<file path="src/rtl/ahb_pkg.sv">
// ahb_pkg: shared AHB transfer/response types, size codes and slave FSM states
package ahb_pkg;
  typedef enum logic [1:0] {HT_IDLE = 2'b00, HT_BUSY = 2'b01, HT_NONSEQ = 2'b10, HT_SEQ = 2'b11} htrans_t;
  typedef enum logic [1:0] {RESP_OKAY = 2'b00, RESP_ERROR = 2'b01} hresp_t;
  typedef enum logic [1:0] {ST_IDLE, ST_WAIT, ST_ERR1, ST_ERR2} state_t;
  localparam logic [2:0] HSIZE_BYTE = 3'd0;
  localparam logic [2:0] HSIZE_HALF = 3'd1;
  localparam logic [2:0] HSIZE_WORD = 3'd2;
  localparam logic [2:0] HSIZE_DWORD = 3'd3;
  function automatic logic misaligned(input logic [7:0] lo, input logic [2:0] size);
    return |(lo & ((8'd1 << size) - 8'd1));
  endfunction
endpackage

</file>
<file path="src/rtl/ahb_reg_bank.sv">
// ahb_reg_bank: register storage with byte-lane writes and per-register write strobes
module ahb_reg_bank #(
  parameter int DATA_W = 32,
  parameter int NUM_REGS = 8,
  parameter int IW = 3,
  parameter int LB = 2,
  parameter logic [DATA_W-1:0] RESET_VAL = '0
) (
  input  logic                       clk,
  input  logic                       rst,
  input  logic                       we,
  input  logic [IW-1:0]              idx,
  input  logic [LB-1:0]              lo,
  input  logic [2:0]                 size,
  input  logic [DATA_W-1:0]          wdata,
  output logic [DATA_W-1:0]          rdata,
  output logic [NUM_REGS*DATA_W-1:0] reg_out,
  output logic [NUM_REGS-1:0]        wr_pulse
);
  logic [DATA_W-1:0] regs_q [NUM_REGS];
  logic [DATA_W-1:0] regs_d [NUM_REGS];
  logic [NUM_REGS-1:0] wr_pulse_d, wr_pulse_q;
  logic [DATA_W/8-1:0] be;
  for (genvar b = 0; b < DATA_W/8; b++) begin : g_be
    assign be[b] = (LB'(b) >> size) == (lo >> size);
  end
  always_comb begin
    for (int i = 0; i < NUM_REGS; i++) begin
      wr_pulse_d[i] = we && idx == IW'(i);
      regs_d[i] = regs_q[i];
      for (int j = 0; j < DATA_W/8; j++)
        regs_d[i][j*8 +: 8] = wr_pulse_d[i] && be[j] ? wdata[j*8 +: 8] : regs_q[i][j*8 +: 8];
    end
  end
  always_ff @(posedge clk) begin
    for (int i = 0; i < NUM_REGS; i++) regs_q[i] <= rst ? RESET_VAL : regs_d[i];
    wr_pulse_q <= rst ? '0 : wr_pulse_d;
  end
  assign rdata = regs_q[idx];
  assign wr_pulse = wr_pulse_q;
  for (genvar r = 0; r < NUM_REGS; r++) begin : g_out
    assign reg_out[r*DATA_W +: DATA_W] = regs_q[r];
  end
endmodule

</file>
<file path="src/rtl/ahb_reg_slave.sv">
// ahb_reg_slave: AHB-Lite register slave with programmable wait states and two-cycle ERROR responses
module ahb_reg_slave import ahb_pkg::*; #(
  parameter int DATA_W = 32,
  parameter int ADDR_W = 32,
  parameter int NUM_REGS = 8,
  parameter int WAIT_STATES = 0,
  parameter logic [DATA_W-1:0] RESET_VAL = '0
) (
  input  logic                       HCLK,
  input  logic                       HRESET,
  input  logic                       HSEL,
  input  logic [ADDR_W-1:0]          HADDR,
  input  logic                       HWRITE,
  input  logic [1:0]                 HTRANS,
  input  logic [2:0]                 HSIZE,
  input  logic [2:0]                 HBURST,
  input  logic [DATA_W-1:0]          HWDATA,
  input  logic                       HREADYIN,
  output logic                       HREADY,
  output logic [1:0]                 HRESP,
  output logic [DATA_W-1:0]          HRDATA,
  output logic [NUM_REGS*DATA_W-1:0] reg_out,
  output logic [NUM_REGS-1:0]        wr_pulse
);
  localparam int LB = $clog2(DATA_W/8);
  localparam int IW = NUM_REGS > 1 ? $clog2(NUM_REGS) : 1;
  state_t state_d, state_q;
  hresp_t hresp_d, hresp_q;
  logic [3:0] cnt_d, cnt_q;
  logic dp_d, dp_q, wr_d, wr_q, hready_d, hready_q;
  logic [IW-1:0] idx_d, idx_q;
  logic [LB-1:0] lo_d, lo_q;
  logic [2:0] size_d, size_q;
  logic [ADDR_W-LB-1:0] full_idx;
  logic acc, bad, done, unused_burst;
  logic [DATA_W-1:0] rdata;
  assign unused_burst = ^HBURST;
  assign full_idx = HADDR[ADDR_W-1:LB];
  assign acc = HSEL && HREADYIN && hready_q && (HTRANS == HT_NONSEQ || HTRANS == HT_SEQ);
  assign bad = full_idx >= (ADDR_W-LB)'(NUM_REGS) || HSIZE > 3'(LB) || misaligned(8'(HADDR[LB-1:0]), HSIZE);
  assign done = state_q == ST_IDLE && dp_q;
  always_comb begin
    state_d = state_q;
    hresp_d = hresp_q;
    cnt_d = cnt_q;
    dp_d = dp_q;
    wr_d = wr_q;
    hready_d = hready_q;
    idx_d = idx_q;
    lo_d = lo_q;
    size_d = size_q;
    if (state_q == ST_WAIT) begin
      cnt_d = cnt_q - 4'd1;
      state_d = cnt_q == 4'd1 ? ST_IDLE : ST_WAIT;
      hready_d = cnt_q == 4'd1;
    end else if (state_q == ST_ERR1) begin
      state_d = ST_ERR2;
      hready_d = 1'b1;
    end else begin
      state_d = ST_IDLE;
      hresp_d = RESP_OKAY;
      hready_d = 1'b1;
      dp_d = 1'b0;
      if (acc) begin
        wr_d = HWRITE;
        idx_d = HADDR[LB +: IW];
        lo_d = HADDR[LB-1:0];
        size_d = HSIZE;
        dp_d = !bad;
        if (bad) begin
          state_d = ST_ERR1;
          hresp_d = RESP_ERROR;
          hready_d = 1'b0;
        end else if (WAIT_STATES > 0) begin
          state_d = ST_WAIT;
          cnt_d = 4'(WAIT_STATES);
          hready_d = 1'b0;
        end
      end
    end
  end
  always_ff @(posedge HCLK) begin
    state_q <= HRESET ? ST_IDLE : state_d;
    hresp_q <= HRESET ? RESP_OKAY : hresp_d;
    cnt_q <= HRESET ? 4'd0 : cnt_d;
    dp_q <= HRESET ? 1'b0 : dp_d;
    wr_q <= HRESET ? 1'b0 : wr_d;
    hready_q <= HRESET ? 1'b1 : hready_d;
    idx_q <= HRESET ? '0 : idx_d;
    lo_q <= HRESET ? '0 : lo_d;
    size_q <= HRESET ? 3'd0 : size_d;
  end
  ahb_reg_bank #(.DATA_W(DATA_W), .NUM_REGS(NUM_REGS), .IW(IW), .LB(LB), .RESET_VAL(RESET_VAL)) u_bank (
    .clk(HCLK), .rst(HRESET), .we(done && wr_q), .idx(idx_q), .lo(lo_q), .size(size_q),
    .wdata(HWDATA), .rdata(rdata), .reg_out(reg_out), .wr_pulse(wr_pulse)
  );
  assign HREADY = hready_q;
  assign HRESP = hresp_q;
  assign HRDATA = done && !wr_q ? rdata : '0;
endmodule

</file>
<file path="config.mk">
export PLATFORM = sky130hd
export DESIGN_NAME = ahb_reg_slave
export DESIGN_NICKNAME = d
export VERILOG_FILES = /design/src/rtl/ahb_pkg.sv /design/src/rtl/ahb_reg_bank.sv /design/src/rtl/ahb_reg_slave.sv
export SDC_FILE = /design/constraint.sdc
export NUM_CORES = 1
export LEC_CHECK = 0
export BUFFER_PORTS_ARGS = -buffer_cell sky130_fd_sc_hd__buf_2
export CAP_MARGIN = 20
export CORE_MARGIN = 3
export CORE_UTILIZATION = 45
export DETAILED_ROUTE_END_ITERATION = 16
export PLACE_DENSITY = 0.71
export SLEW_MARGIN = 10
export SYNTH_ARGS = -nofsm -noshare
export SYNTH_HDL_FRONTEND = slang
export SYNTH_HIERARCHICAL = 1
export SYNTH_SLANG_ARGS = --single-unit
</file>
<file path="constraint.sdc">
create_clock -name HCLK -period 2.6 [get_ports HCLK]
set_input_delay 0.26 -clock HCLK [delete_from_list [all_inputs] [get_ports HCLK]]
set_output_delay 0.26 -clock HCLK [all_outputs]
set_load 0.02 [all_outputs]
</file>
==> impl_summary.md <==
GRT
The largest net degree at the start of global routing is 119. Global routing consumed, on the met3 layer, 4.688% of the routing resources. For this run, global-route usage on met1 was measured as 30.23%.

The total overflow left after global routing is 0. The wire length of the first global-routing pass is 58.64 mm. Across every metal layer, demand over resource in global routing totals 23.92%. The met2 capacity usage during global routing is 40.96%. The routing layer with the top usage in global route is met2. The number of global-route vias before repair is 10,110. The initial antenna violation count came to 1.

Logic synthesis
By count the netlist is led by dfxtp_1, mux2i_1, nor2_1. The synthesized area per cell is 11.00 µm². Yosys attributes the largest share of cell area to dfxtp_1, mux2i_1, mux4_2. dfxtp_1 takes more of the synthesized area than any other cell. Synthesis inferred 282 register bits. The yosys synthesis warning count is 6.

The count of flip-flops with a built-in enable after synthesis is 0. In the post-synthesis netlist, the cell with the most instances is dfxtp_1. In the synthesized netlist the async set-or-reset flop fraction comes to 0%. The sequential element share of the synthesized area is 43.44%.

In this run the cell area of the synthesized design comes to 0.01300 mm². The cell count after synthesis is 1,182. The net count after synthesis is 1,264. The number of distinct library cells after synthesis is 47. Among all flip-flop cells after synthesis, the most frequent one is dfxtp_1. The synthesized design devotes to its leading area cell type 43.44% of total area.

Clock tree
The clock buffer count from CTS is 29. TritonCTS built the clock tree. The clock passes through at most 3 buffers. The number of H-tree branching levels is 1.

The clock net in this run drives a total of 282 sinks. CTS placed an instance of clkbuf_16 at the clock tree root. Clock-pin slew was measured on the worst setup and hold paths at 60 ps. For the worst-skew pair, the clock arrives at the later sink with an insertion delay of 540 ps.

Floorplan
The core box area is 0.02809 mm². The die height is 175.9 µm. The die width is 175.9 µm.

The floorplan has 61 rows. The die covers 0.03095 mm². The count of boundary I/O pins is 376. For this configuration, the core starts out at a cell density of 46.27%.

Timing
The setup slack after layout is 9.278 ps. The transition time at the pin with the least slew margin is 870.3 ps. The number of setup violations in the final report is 0. Setup repair after global routing could not meet its margin everywhere. The sum of negative setup slack is 0 ps. Based on the critical path, the design can be clocked at up to 386.0 MHz. The max-slew violation total from the final report is 0.

The clock skew after layout is 10.28 ps. Measured against its own limit, the worst slew margin works out to 41.94%. The shortest clock period the worst path allows after layout is 2591 ps. Dividing the final minimum period by the clock period gives 99.64%. The final number of hold-violating endpoints is 0.

Place
Detailed placement ended at an HPWL of 27.27 mm. The global placement routability congestion is 0.8475. The post-placement cell count is 1,862. The number of port buffers is 370. The setup slack at placement is 317.0 ps.

Detailed routing
The mean number of vias per cell is 5.288. The average routed wire per standard cell is 20.19 µm. The remaining antenna violation count is 0. The detailed router's first-iteration violation count is 622.

The first-pass iteration count of the detailed router is 4. Across all layers, the routed design uses 10,220 vias. The final layout contains routed wiring with a total length of 39.02 mm. For this run, design rule violations remaining after detail routing come to 0.

Setup path
The critical path is of the register to primary output type. The critical path's top delay family is multiplexers. The total stage count of the critical path is 5. At the worst endpoint, the arrival time is 2330 ps. The buffer and inverter count on the worst path is 2. STA classifies the critical path startpoint as a register. The critical path goes through bufbuf_16 > mux4_2 > mux2_2 > and2_1 > buf_2. For the worst setup path, the data required time is 2340 ps. The largest single stage delay on the critical path is 490 ps. The critical-path cell with the highest stage delay is mux4_2. The category of the worst setup path capture point is a primary output. The cell count of the worst reg-to-reg path is 7. Along the worst path, the maximum fanout reaches 14.

Min path
The hold path depth is 3. The class of the most critical hold timing path is primary input to register.

Job
The tool flagged a number of max-cap violations equal to 0.

Status
The run finished with clean final reports.

Pwr
The analysis attributes to cell leakage a power of 7.546 nW. The sum of internal, switching and leakage power is 9.065 mW. The largest vdd supply drop is 434.0 µV.

In this run the power density over the cells is 550.5 mW/mm².

Final layout
The layout cell share with drive strength beyond 1 is 37.56%. The number of filler cells placed in the layout is 2,400. 0 antenna diodes ended up in the layout. The net count reported at finish is 1,614. The area added between synthesis and finish is 26.71%.

The non-filler instance count after layout is 1,933.
final cells by class:
type                    count  area (µm²)  share of cell area [%]
multi-input cells         798        6929                   42.08
flip-flops and latches    282        5654                   34.34
repair buffers            415        2394                   14.54
clock buffers              40       837.1                   5.083
well taps                 378       473.0                   2.872
clock inverters            14       157.7                  0.9574
inverters                   6       22.52                  0.1368
repair_timing:
action | CTS | global route
setup endpoints to repair | 28 | 25
setup buffers | 5 | 1
gates resized for setup | 4 | 6
hold buffers | 8 | 0
hold endpoints to repair | 8 | 0
gates cloned | 3 | 0
layout by cell type (no fill, tap or decap), types with 3 or more instances in the layout:
master | netlist | routed
inv_1 | 6 | 6
mux2_2 | 32 | 32
dlygate4sd3_1 | 0 | 8
buf_12 | 0 | 7
clkbuf_8 | 0 | 7
clkinvlp_4 | 0 | 3
bufinv_16 | 0 | 3
nand4bb_1 | 3 | 3
a21oi_2 | 4 | 4
and2_1 | 32 | 32
buf_2 | 18 | 365
nor2b_1 | 3 | 3
clkbuf_16 | 0 | 29
dfxtp_1 | 282 | 279
buf_6 | 0 | 5
clkinv_2 | 0 | 6
ha_1 | 5 | 5
nand2b_1 | 147 | 147
mux2i_1 | 256 | 256
buf_4 | 6 | 27
a21oi_1 | 11 | 11
clkbuf_1 | 53 | 4
nand2_1 | 39 | 39
mux4_2 | 64 | 64
nor2_1 | 150 | 149
nor4_1 | 6 | 6
a21oi_4 | 12 | 12
routing by layer:
| metal | share of wire (%) | wire length (µm) |
|---|---|---|
| met4 | 3.1 | 1196 |
| met1 | 42 | 16200 |
| met3 | 6.9 | 2690 |
| met2 | 48 | 18920 |
| met5 | 0.023 | 9 |
cells by family after synthesis:
group | Yosys count | share of synthesized area, %
adders and majority gates | 5 | 0.4814
DFF | 282 | 43.44
muxes | 352 | 33.58
AOI/OAI and AO/OA | 39 | 2.850
and+or+nand+nor | 398 | 16.13
buffers and inverters | 102 | 3.293
other | 1 | 0.02885
xor gates and xnor gates | 3 | 0.2022
path summary, 6_finish.rpt:
path / from / endpoint / slack (ps)
max: idx_q[0] / HRDATA[9] / 9
max reg2reg: state_q[0] / u_bank/regs_q[0][14] / 330
min reg2reg: HRESP[0] / HRESP[0] / 470
min: HSIZE[0] / size_q[0] / 30
power breakdown:
| part | internal, mW | switching, mW | leakage [nW] | total [mW] |
|---|---|---|---|---|
| clock | 2.55 | 1.73 | 0.488 | 4.27 |
| sequential | 4.33 | 0.0163 | 2.27 | 4.35 |
| combinational | 0.186 | 0.256 | 4.79 | 0.443 |
registers in the layout, summed over array words and instances (netlist names):
name             cells
cnt_q                4
idx_q                3
wr_q                 1
dp_q                 1
u_bank/wr_pulse      8
size_q               3
state_q              2
HREADY               1
HRESP                1
u_bank/regs_q      256
lo_q                 2
worst min-delay path, cell delays in order:
cell	delay [ps]
buf_2	110
nand2_1	80
a21oi_1	60
stage by stage:
step	hold slack, ps	util (%)	cell area [µm²]
floorplan	396.0	-	13000
global placement	449.7	54.15	15210
detailed placement	457.1	54.15	15210
CTS	4.017	58.55	16450
global route	16.15	58.63	16470
finish	25.06	58.63	16470
Power figures use the tool's default switching activity.
